File: config.mk
export PLATFORM = sky130hd
export DESIGN_NAME = erm16_io_bridge
export DESIGN_NICKNAME = d
export VERILOG_FILES = /design/src/rtl/erm16_io_bridge.sv
export SDC_FILE = /design/constraint.sdc
export NUM_CORES = 1
export LEC_CHECK = 0
export CORE_ASPECT_RATIO = 1.25
export CORE_UTILIZATION = 34
export DETAILED_ROUTE_END_ITERATION = 7
export SYNTH_ARGS = -nofsm -noshare
export SYNTH_HDL_FRONTEND = slang
export SYNTH_SLANG_ARGS = --single-unit
export TNS_END_PERCENT = 100
File: constraint.sdc
create_clock -name clk -period 6.86 [get_ports clk]
set_input_delay 1.029 -clock clk [delete_from_list [all_inputs] [get_ports clk]]
set_output_delay 1.029 -clock clk [all_outputs]
set_load 0.05 [all_outputs]
File: src/rtl/erm16_io_bridge.sv
// erm16_io_bridge: splits ERM16 core traffic between external memory and a 4-register I/O space
// (TX FIFO, synchronized input port, status, control). Optional: `define ERM16_IO_TXDONE_IRQ_EN.
module erm16_io_bridge #(
  parameter int FIFO_DEPTH = 8,
  parameter int DW         = 16
) (
  input  logic          clk,
  input  logic          rst,
  input  logic [DW-1:0] addr,
  input  logic [DW-1:0] wdata,
  input  logic          wrmem,
  input  logic          ioe,
  input  logic          intreq,
  input  logic [DW-1:0] mem_rdata,
  output logic          mem_we,
  output logic [DW-1:0] cpu_di,
  input  logic [DW-1:0] in_port,
  output logic          out_valid,
  output logic [DW-1:0] out_data,
  input  logic          out_ready,
  output logic          int_out
);

  localparam int AW = $clog2(FIFO_DEPTH);
  localparam logic [AW:0] PTR_ONE = (AW+1)'(1);

  localparam logic [1:0] A_TXDATA = 2'd0;
  localparam logic [1:0] A_STATUS = 2'd1;
  localparam logic [1:0] A_INPORT = 2'd2;
  localparam logic [1:0] A_CTRL   = 2'd3;

  logic [AW:0]   wr_ptr, rd_ptr;
  logic [AW-1:0] wr_idx, rd_idx;
  logic [DW-1:0] fifo_mem [FIFO_DEPTH];

  logic          ioe_q, wr_q, intreq_q;
  logic          ovf, irq_pend, txdone, int_q;
  logic [DW-1:0] io_rdata_q, in_meta, in_sync;
  logic [DW-1:0] regsel;

  logic empty, full;
  logic io_wr, push_req, push, pop, ctrl_wr;
  logic ovf_nxt, irq_nxt, txdone_nxt;

  // I/O space decodes only addr[1:0]; upper bits alias by design.
  logic unused_addr_hi;
  assign unused_addr_hi = ^addr[DW-1:2];

  assign wr_idx = wr_ptr[AW-1:0];
  assign rd_idx = rd_ptr[AW-1:0];
  assign empty  = (wr_ptr == rd_ptr);
  assign full   = (wr_idx == rd_idx) && (wr_ptr[AW] != rd_ptr[AW]);

  assign io_wr    = ioe & wrmem & ~wr_q;
  assign push_req = io_wr & (addr[1:0] == A_TXDATA);
  assign push     = push_req & ~full;
  assign pop      = ~empty & out_ready;
  assign ctrl_wr  = io_wr & (addr[1:0] == A_CTRL);

  // Set terms dominate clear terms for every sticky flag.
  assign ovf_nxt = (push_req & full) | (ovf & ~(ctrl_wr & wdata[0]));
  assign irq_nxt = (intreq & ~intreq_q) | (irq_pend & ~(ctrl_wr & wdata[1]));

`ifdef ERM16_IO_TXDONE_IRQ_EN
  assign txdone_nxt = (pop & ~push & ((rd_ptr + PTR_ONE) == wr_ptr))
                    | (txdone & ~(ctrl_wr & wdata[2]));
`else
  assign txdone_nxt = 1'b0;
`endif

  always_comb begin
    regsel = '0;
    case (addr[1:0])
      A_STATUS: regsel = {11'b0, txdone, ovf, irq_pend, full, empty};
      A_INPORT: regsel = in_sync;
      default:  regsel = '0;
    endcase
  end

  always_ff @(posedge clk) begin
    if (rst) begin
      wr_ptr     <= '0;
      rd_ptr     <= '0;
      ioe_q      <= 1'b0;
      io_rdata_q <= '0;
      // Holding wr_q high across reset keeps a still-asserted wrmem from counting as a new write.
      wr_q       <= wrmem;
      intreq_q   <= 1'b0;
      ovf        <= 1'b0;
      irq_pend   <= 1'b0;
      txdone     <= 1'b0;
      int_q      <= 1'b0;
      in_meta    <= '0;
      in_sync    <= '0;
    end else begin
      if (push) wr_ptr <= wr_ptr + PTR_ONE;
      if (pop)  rd_ptr <= rd_ptr + PTR_ONE;
      ioe_q      <= ioe;
      io_rdata_q <= regsel;
      wr_q       <= wrmem;
      intreq_q   <= intreq;
      ovf        <= ovf_nxt;
      irq_pend   <= irq_nxt;
      txdone     <= txdone_nxt;
      int_q      <= irq_nxt | txdone_nxt;
      in_meta    <= in_port;
      in_sync    <= in_meta;
    end
  end

  always_ff @(posedge clk) begin
    if (push) fifo_mem[wr_idx] <= wdata;
  end

  assign mem_we    = wrmem & ~ioe;
  assign cpu_di    = ioe_q ? io_rdata_q : mem_rdata;
  assign out_valid = ~empty;
  assign out_data  = empty ? '0 : fifo_mem[rd_idx];
  // Single flop drives the interrupt pin so it cannot glitch between flag updates.
  assign int_out   = int_q;

endmodule

==> flow_summary_export.csv, run 1 <==
group,metric,value,unit
cells_and_area,area_growth,24.9,%
die,die_y,166,µm
timing,timing.fmax,0.254,GHz
die,num_rows,59,
die,pin_count,105,
timing,finClkSkew,0.0105,ns
timing,layout_min_cycle_time,3.94,ns
power_and_ir_drop,ir_worst_vdd,0.178,mV
route,num_vias,3731,
synthesis,postSynthCellCount,422,
power_and_ir_drop,seqPwrFrac,53.0,%
cells_and_area,design_area,9110,µm²
power_and_ir_drop,p_sw_share,22.8,%
clock_tree,cts-root-buf,"clkbuf_16",
power_and_ir_drop,p_per_area,259,nW/µm²
synthesis,synth_seq_cells,192,
route,drc,0,
critical_path,cp-start-kind,"flip-flop",
die,die_w,133,µm
synthesis,yosys_warnings,0,
route,firstDrtPassIters,4,
timing,hold_viol_final,0,
clock_tree,hold_buffers,0,
synthesis,synth_edf_count,128,
cells_and_area,drive_gt1_share,20.0,%
placement,place_congestion,0.681,
placement,post-dp-hpwl,8350,µm
synthesis,yosysMostFrequentCell,"edfxtp_1",
synthesis,syn_area,7300,µm²
synthesis,ys.flop_type,"edfxtp_1",
timing,hold_slack,0.428,ns
clock_tree,clock_sinks,192,
power_and_ir_drop,p_leak,3.01,nW
clock_tree,clk_latency,0.43,ns
critical_path,crit_fanout,17,
route,totalWireLength,13600,µm
synthesis,synth_commonest_cells,"128 x edfxtp_1, 64 x dfxtp_1, 39 x nor2b_1",
timing,rsz0062_at_grt,"false",
route,drtIter0Drc,158,
synthesis,synthesis.nets,498,
placement,io_buffers,90,
synthesis,synthDistinctLibCells,40,
critical_path,cp.required,5.83,ns
critical_path,r2r_setup_slack,4.09,ns
synthesis,synth_seq_area_share,70.2,%
global_routing,grt_pass1_vias,3918,
critical_path,arrival,2.91,ns
clock_tree,clockBufferDepth,2,
clock_tree,cts_resized,0,
synthesis,synthArstFlopShare,0,%
synthesis,synth_top_area_cell,"edfxtp_1",
cells_and_area,finalNetCount,592,
timing,tightest_slew,1.03,ns
global_routing,antenna_found_initial,0,
timing,slew_viol_final,0,
clock_tree,cts_inserted_buffers,17,
die,core-area,21000,µm²
placement,placed_cell_area,8530,µm²
clock_tree,cts_tree,"done",
die,start_util,34.8,%
min_path,hold_path.class,"reg2reg",
power_and_ir_drop,p_clk_share,40.5,%
clock_tree,clkTransAtPathRegs,0.07,ns
clock_tree,postCtsSetupBuffers,0,
global_routing,grt_max_degree,53,
route,post_drt_wl_per_cell,16.9,µm
timing,post-route-period-util,57.5,%
global_routing,gr-total-overflow,0,
synthesis,syn_avg_cell_area,17.3,µm²
clock_tree,htreeDepth,4,
timing,timing.setup.tns,0,ns
critical_path,criticalPathCategory,"reg2out",
route,avgViaCountPerCell,4.65,
power_and_ir_drop,power_switching,0.538,mW
power_and_ir_drop,cell_internal_pwr,1.82,mW
placement,dp_slack,3.12,ns
global_routing,grt_pass1_wl,21400,µm
job,max-cap-violations,0,
power_and_ir_drop,combinationalPowerShare,6.5,%
critical_path,cp-end-kind,"output port",
timing,worst_slack,2.92,ns
power_and_ir_drop,total_power,2.36,mW
die,die_area,22100,µm²
run_status,status,"finished, final reports clean",
synthesis,ys_top_cells_by_area,"edfxtp_1 53%, dfxtp_1 18%, mux4_2 9.9%, nor2b_1 3.3%, mux2i_1 2.5%",
cells_and_area,n_antenna_cell,0,
timing,finalSetupViolations,0,
global_routing,grtUsageTotal,13.0,%
route,drtAntennaViolNets,0,
timing,relSlewSlack,31.2,%
synthesis,yosysTopAreaCellShare,52.7,%
-- cell type report --
| class | count | area [µm²] |
|---|---|---|
| Timing Repair Buffer | 98 | 956 |
| Multi-Input combinational cell | 203 | 2090 |
| Clock inverter | 14 | 133 |
| Tap cell | 274 | 343 |
| Sequential cell | 192 | 5130 |
| Clock buffer | 18 | 450 |
| Fill cell | 1853 | 11900 |
| Inverter | 4 | 15.0 |
-- cell families after synthesis --
kind of cell,Yosys count,synth area share (%)
flip-flops,192,70.2
AO/OA/AOI/OAI,16,1.53
multiplexers,68,15.1
AND/OR/NAND/NOR,107,9.11
adder cells (fa/ha/maj),6,1.03
buffers and inverters,27,1.78
XOR/XNOR,6,1.18
-- worst max-delay path, stage by stage (launching register included) --
cell and delay, ns:
dfxtp_1 0.68, xor2_2 0.26, nor4_4 0.38, buf_4 0.34, nor2_1 0.12, clkdlybuf4s50_1 0.71
-- power groups by stage --
stage,clock network [mW],registers (mW),logic [mW]
after global placement,0,1.28,0.152
after floorplan,0,1.27,0.0858
final,0.954,1.25,0.154
after global routing,1.02,1.25,0.164
after CTS,0.982,1.25,0.156
after detailed placement,0,1.28,0.155
-- state kept, by name, summed over array words and instances, names as in the netlist, named ones only --
name,cells
fifo_mem,128
in_meta,16
in_sync,16
int_out,1
intreq_q,1
io_rdata_q,16
ioe_q,1
ovf,1
rd_ptr,4
wr_ptr,4
wr_q,1
-- placed cells by master (no fill, tap or decap), drive strengths merged --
cell type and n:
edfxtp 128, clkdlybuf4s50 89, dfxtp 64, nor2b 40, mux4 32, nor2 28
mux2i 18, clkbuf 18, mux2 18, inv 14, and2 12, buf 9
ha 6, a22oi 5, nor4b 5, o21ai 5, xor2 5, and4b 4
nand2 4, a21oi 4, clkinv 4, or3 3, nand2b 3, nor4 3
nor3 3, nand4 2, xnor2 1, o41ai 1, a211o 1
-- final timing paths --
check                              start                        end  depth (start not counted)
setup / recovery  wr_ptr[0]$_SDFFE_PP0P_                out_data[5]                          5
hold / removal     in_sync[8]$_SDFF_PP0_   io_rdata_q[8]$_SDFF_PP0_                          1
setup reg to reg  wr_ptr[2]$_SDFFE_PP0P_  fifo_mem[3][10]$_DFFE_PP_                          4
hold reg to reg    in_sync[8]$_SDFF_PP0_   io_rdata_q[8]$_SDFF_PP0_                          1
-- stage by stage --
step,utilization (%),instances
2_1_floorplan,-,422
3_3_place_gp,40.7,771
4_1_cts,43.5,803
6_report,43.5,803
3_5_place_dp,40.7,771
5_1_grt,43.5,803
-- metal layers --
| metal | vias to the layer above | global-route usage [%] | share of wire (%) |
|---|---|---|---|
| li1 | 1774 | - | - |
| met1 | 1851 | 15.9 | 43 |
| met2 | 94 | 22.6 | 52 |
| met3 | 12 | 3.36 | 4.4 |
| met4 | 0 | 3.65 | 0.62 |
| met5 | - | 0 | 0 |
(Power assumes the default switching activity.)
==> run 2: changes to the inputs <==
==> constraint.sdc (replaced) <==
create_clock -name clk -period 4.1 [get_ports clk]
set_input_delay 0.615 -clock clk [delete_from_list [all_inputs] [get_ports clk]]
set_output_delay 0.615 -clock clk [all_outputs]
set_load 0.05 [all_outputs]
==> flow_summary_export.csv, run 2 (synthesis results as in run 1) <==
group,metric,value,unit
route,num_vias,3796,
die,num_rows,59,
clock_tree,clk_latency,0.43,ns
route,drtAntennaViolNets,0,
route,drtIter0Drc,196,
route,post_drt_wl_per_cell,17.1,µm
clock_tree,clock_sinks,192,
min_path,hold_path.class,"reg2reg",
global_routing,grtUsageTotal,13.5,%
min_path,whs_path_depth,1,
critical_path,criticalPathCategory,"reg2out",
clock_tree,clockBufferDepth,2,
cells_and_area,fin_cells,808,
timing,timing.fmax,0.282,GHz
timing,rsz0062_at_grt,"false",
global_routing,grt_max_degree,53,
critical_path,cpMaxStageDelayCell,"dfxtp_1",
route,avgViaCountPerCell,4.70,
die,pin_count,105,
timing,timing.setup.tns,0,ns
critical_path,cp_cell_sequence,"xor2_4 > nor4_4 > buf_4 > nor2_1 > clkdlybuf4s50_1",
clock_tree,postCtsSetupBuffers,0,
power_and_ir_drop,p_per_area,438,nW/µm²
power_and_ir_drop,p_leak,3.05,nW
die,die_w,133,µm
clock_tree,cts_resized,0,
critical_path,arrival,2.93,ns
die,start_util,34.8,%
die,core-area,21000,µm²
cells_and_area,area_growth,25.9,%
clock_tree,cts_tree,"done",
power_and_ir_drop,ir_worst_vdd,0.302,mV
critical_path,cp.required,3.48,ns
critical_path,max_stage_delay,0.76,ns
timing,finalSetupViolations,0,
clock_tree,htreeDepth,4,
route,firstDrtPassIters,4,
job,max-cap-violations,0,
cells_and_area,n_antenna_cell,0,
placement,place_congestion,0.680,
clock_tree,cts_inserted_buffers,17,
clock_tree,cts-root-buf,"clkbuf_16",
clock_tree,clkTransAtPathRegs,0.07,ns
clock_tree,hold_buffers,0,
timing,post-route-period-util,86.4,%
cells_and_area,regMostFlops,"fifo_mem",
run_status,status,"finished, final reports clean",
die,die_area,22100,µm²
critical_path,r2r_cells,5,
route,totalWireLength,13800,µm
power_and_ir_drop,total_power,4.02,mW
critical_path,crit_fanout,17,
cells_and_area,drive_gt1_share,20.4,%
placement,io_buffers,90,
route,drc,0,
cells_and_area,fillers,1887,
placement,post-dp-hpwl,8740,µm
cells_and_area,final_common_cell,"edfxtp_1",
critical_path,cp-end-kind,"output port",
cells_and_area,finalNetCount,597,
timing,relSlewSlack,43.7,%
timing,slew_viol_final,0,
cells_and_area,design_area,9180,µm²
timing,tightest_slew,0.843,ns
cells_and_area,final_cell_mix,"128 x edfxtp_1, 89 x clkdlybuf4s50_1, 63 x dfxtp_1, 39 x nor2b_1, 32 x mux4_2",
cells_and_area,largest_reg_flops,128,
timing,layout_min_cycle_time,3.54,ns
die,die_y,166,µm
placement,place_inst,776,
timing,hold_viol_final,0,
global_routing,grt_pass1_vias,4115,
critical_path,cp-start-kind,"flip-flop",
placement,placed_cell_area,8570,µm²
global_routing,gr-total-overflow,0,
timing,finClkSkew,0.00720,ns
timing,hold_slack,0.427,ns
global_routing,antenna_found_initial,0,
global_routing,grt_pass1_wl,22200,µm
run 2: cell count changes in the layout (fill, tap and decap cells not counted), sizes merged:
cell / before / now
bufinv: 0 / 1
inv: 14 / 12
clkbuf: 18 / 20
clkinv: 4 / 3
buf: 9 / 14
run 2: layout make-up:
class / instances / area, µm² / area share (%)
Sequential cell: 192 / 5130 / 55.8
Multi-Input combinational cell: 203 / 2080 / 22.6
Clock inverter: 12 / 136 / 1.49
Clock buffer: 20 / 478 / 5.21
Inverter: 4 / 15.0 / 0.164
Tap cell: 274 / 343 / 3.73
Timing Repair Buffer: 103 / 1010 / 11.0
run 2: final timing paths:
| kind | start | end | slack (ns) |
|---|---|---|---|
| worst min register to register | in_sync[15]$_SDFF_PP0_ | io_rdata_q[15]$_SDFF_PP0_ | 0.43 |
| worst max register to register | wr_ptr[0]$_SDFFE_PP0P_ | fifo_mem[4][8]$_DFFE_PP_ | 1.32 |
| worst max-delay path | wr_ptr[1]$_SDFFE_PP0P_ | out_data[4] | 0.56 |
| worst min-delay path | in_sync[15]$_SDFF_PP0_ | io_rdata_q[15]$_SDFF_PP0_ | 0.43 |
run 2: metal layers:
| metal | track usage [%] | part of all wire, % | routed length (µm) | up-vias |
|---|---|---|---|---|
| met4 | 4.55 | 1.3 | 183 | 0 |
| met2 | 23.5 | 52 | 7190 | 97 |
| li1 | - | - | - | 1780 |
| met5 | 0 | 0 | 0 | - |
| met1 | 16.0 | 42 | 5830 | 1905 |
| met3 | 3.57 | 4.4 | 603 | 14 |
run 2: report_power, final:
part | total, mW | internal [mW] | switching (mW)
Sequential | 2.09 | 2.08 | 0.0100
Combinational | 0.259 | 0.121 | 0.138
Clock | 1.67 | 0.935 | 0.739
Total | 4.02 | 3.14 | 0.887
run 2: critical path: cells and delay by family (launching register included):
kind,cells,cell delay (ns)
XOR/XNOR,1,0.22
buffers and inverters,2,1.03
flip-flops,1,0.76
AND/OR/NAND/NOR,2,0.49
run 2: through the flow:
step,worst slack (ns),util [%]
global placement,1.02,40.9
finish,0.558,43.8
global route,0.435,43.8
floorplan,0.893,-
CTS,0.525,43.8
detailed placement,0.882,40.9
==> run 3: changes to the inputs <==
--- a/config.mk
+++ b/config.mk
@@ -5,9 +5,14 @@
 export SDC_FILE = /design/constraint.sdc
 export NUM_CORES = 1
 export LEC_CHECK = 0
+export CELL_PAD_IN_SITES_DETAIL_PLACEMENT = 1
+export CELL_PAD_IN_SITES_GLOBAL_PLACEMENT = 2
 export CORE_ASPECT_RATIO = 1.25
 export CORE_UTILIZATION = 34
 export DETAILED_ROUTE_END_ITERATION = 7
+export DONT_BUFFER_PORTS = 1
+export PLACE_DENSITY_LB_ADDON = 0.1
+export SKIP_CTS_REPAIR_TIMING = 1
 export SYNTH_ARGS = -nofsm -noshare
 export SYNTH_HDL_FRONTEND = slang
 export SYNTH_SLANG_ARGS = --single-unit
==> flow_summary_export.csv, run 3 (synthesis results as in run 1) <==
group,metric,value,unit
run_status,status,"finished, final reports clean",
critical_path,r2r_setup_slack,1.23,ns
clock_tree,clockBufferDepth,2,
cells_and_area,final_cell_mix,"128 x edfxtp_1, 63 x dfxtp_1, 39 x nor2b_1, 32 x mux4_2, 28 x nor2_1",
route,totalWireLength,14200,µm
job,max-cap-violations,0,
critical_path,cp-end-kind,"output port",
power_and_ir_drop,p_leak,2.73,nW
route,num_vias,3466,
clock_tree,cts_tree,"done",
cells_and_area,utilization,39.7,%
clock_tree,cts_inserted_buffers,17,
timing,slew_viol_final,0,
critical_path,cp-start-kind,"flip-flop",
clock_tree,cts-root-buf,"clkbuf_16",
critical_path,criticalPathCategory,"reg2out",
die,num_rows,59,
critical_path,r2r_cells,5,
timing,post-route-period-util,77.9,%
cells_and_area,final-seq-area,5130,µm²
critical_path,cp_cell_sequence,"xor2_2 > nor4_4 > buf_4 > nor2_1",
cells_and_area,drive_gt1_share,25.5,%
min_path,hold_path.class,"in2reg",
global_routing,antenna_found_initial,0,
cells_and_area,final_common_cell,"edfxtp_1",
cells_and_area,fillers,2078,
min_path,whs_path_depth,0,
route,firstDrtPassIters,4,
global_routing,grtUsageTotal,13.9,%
global_routing,gr-total-overflow,0,
cells_and_area,area_growth,14.0,%
timing,worst_slack,0.905,ns
clock_tree,clkTransAtPathRegs,0.07,ns
critical_path,max_stage_delay,0.74,ns
timing,finalSetupViolations,0,
critical_path,crit_fanout,14,
clock_tree,clk_latency,0.42,ns
cells_and_area,n_antenna_cell,0,
route,drtIter0Drc,168,
timing,timing.setup.tns,0,ns
route,drc,0,
timing,timing.fmax,0.313,GHz
die,pin_count,105,
die,die_y,166,µm
cells_and_area,regMostFlops,"fifo_mem",
global_routing,grt_max_degree,53,
die,die_area,22100,µm²
cells_and_area,largest_reg_flops,128,
placement,dp_slack,1.14,ns
die,start_util,34.8,%
die,die_w,133,µm
global_routing,grt_pass1_vias,3753,
power_and_ir_drop,p_per_area,468,nW/µm²
route,drtAntennaViolNets,0,
placement,post-dp-hpwl,8800,µm
critical_path,cp.required,3.48,ns
critical_path,arrival,2.58,ns
min_path,holdCritStartpoint,"wrmem",
power_and_ir_drop,ir_worst_vdd,0.285,mV
timing,layout_min_cycle_time,3.19,ns
timing,rsz0062_at_grt,"false",
placement,io_buffers,0,
global_routing,grt_pass1_wl,22400,µm
clock_tree,clock_sinks,192,
cells_and_area,finalNetCount,514,
placement,place_congestion,0.656,
critical_path,reg2reg_from,"wr_ptr[2]$_SDFFE_PP0P_",
timing,hold_viol_final,0,
min_path,whs_endpoint,"wr_q$_DFF_P_",
critical_path,startpoint,"wr_ptr[0]$_SDFFE_PP0P_",
route,avgViaCountPerCell,4.78,
clock_tree,htreeDepth,4,
die,core-area,21000,µm²
critical_path,r2r-end,"fifo_mem[2][5]$_DFFE_PP_",
cells_and_area,multiInputGateArea,2080,µm²
critical_path,cpMaxStageDelayCell,"nor2_1",
route,post_drt_wl_per_cell,19.6,µm
timing,relSlewSlack,36.9,%
timing,tightest_slew,0.943,ns
timing,finClkSkew,0.00720,ns
[run 3: final cells by class]
type	instances	share of cell area (%)
clock buffer	19	5.58
clock inverter	13	1.71
inverter	4	0.180
multi-input combinational	203	25.0
sequential	192	61.6
tap	274	4.12
timing repair buffer	20	1.80
[run 3: power breakdown]
group / internal (mW) / leakage [nW] / total (mW) / switching [mW]
logic: 0.0513 / 0.764 / 0.152 / 0.101
clock network: 0.868 / 0.294 / 1.65 / 0.781
registers: 2.08 / 1.68 / 2.09 / 0.0125
[run 3: worst max-delay path by stage]
stage	cells past startpoint	to	slack, ns
after detailed placement	5	fifo_mem[2][10]$_DFFE_PP_	1.14
after CTS	4	out_data[12]	0.84
final	4	out_data[12]	0.91
after global placement	5	fifo_mem[1][10]$_DFFE_PP_	1.25
after floorplan	5	fifo_mem[0][0]$_DFFE_PP_	0.89
after global routing	4	out_data[12]	0.73
[run 3: metal layers]
metal  GRT usage (%)  wire length (µm)  up-vias  share of wire, %
met4            4.75               213        0               1.5
li1                -                 -     1621                 -
met2            22.8              7000       79                49
met3            3.79               612       13               4.3
met1            17.5              6350     1753                45
met5               0                 0        -                 0
[run 3: worst max-delay path, delay by kind of cell (launching register included)]
family | cells | cell delay (ns)
and+or+nand+nor | 2 | 0.85
DFF | 1 | 0.69
buffers and inverters | 1 | 0.22
xor gates and xnor gates | 1 | 0.39
[run 3: stage by stage]
step                      hold slack, ns  instances  area, µm²  power [mW]
after floorplan                    0.406        422       7300        2.28
after global placement             0.409        693       7710        2.29
after detailed placement           0.412        693       7710        2.29
after CTS                          0.192        725       8320        3.96
after global routing               0.187        725       8320        4.05
final                              0.215        725       8320        3.89
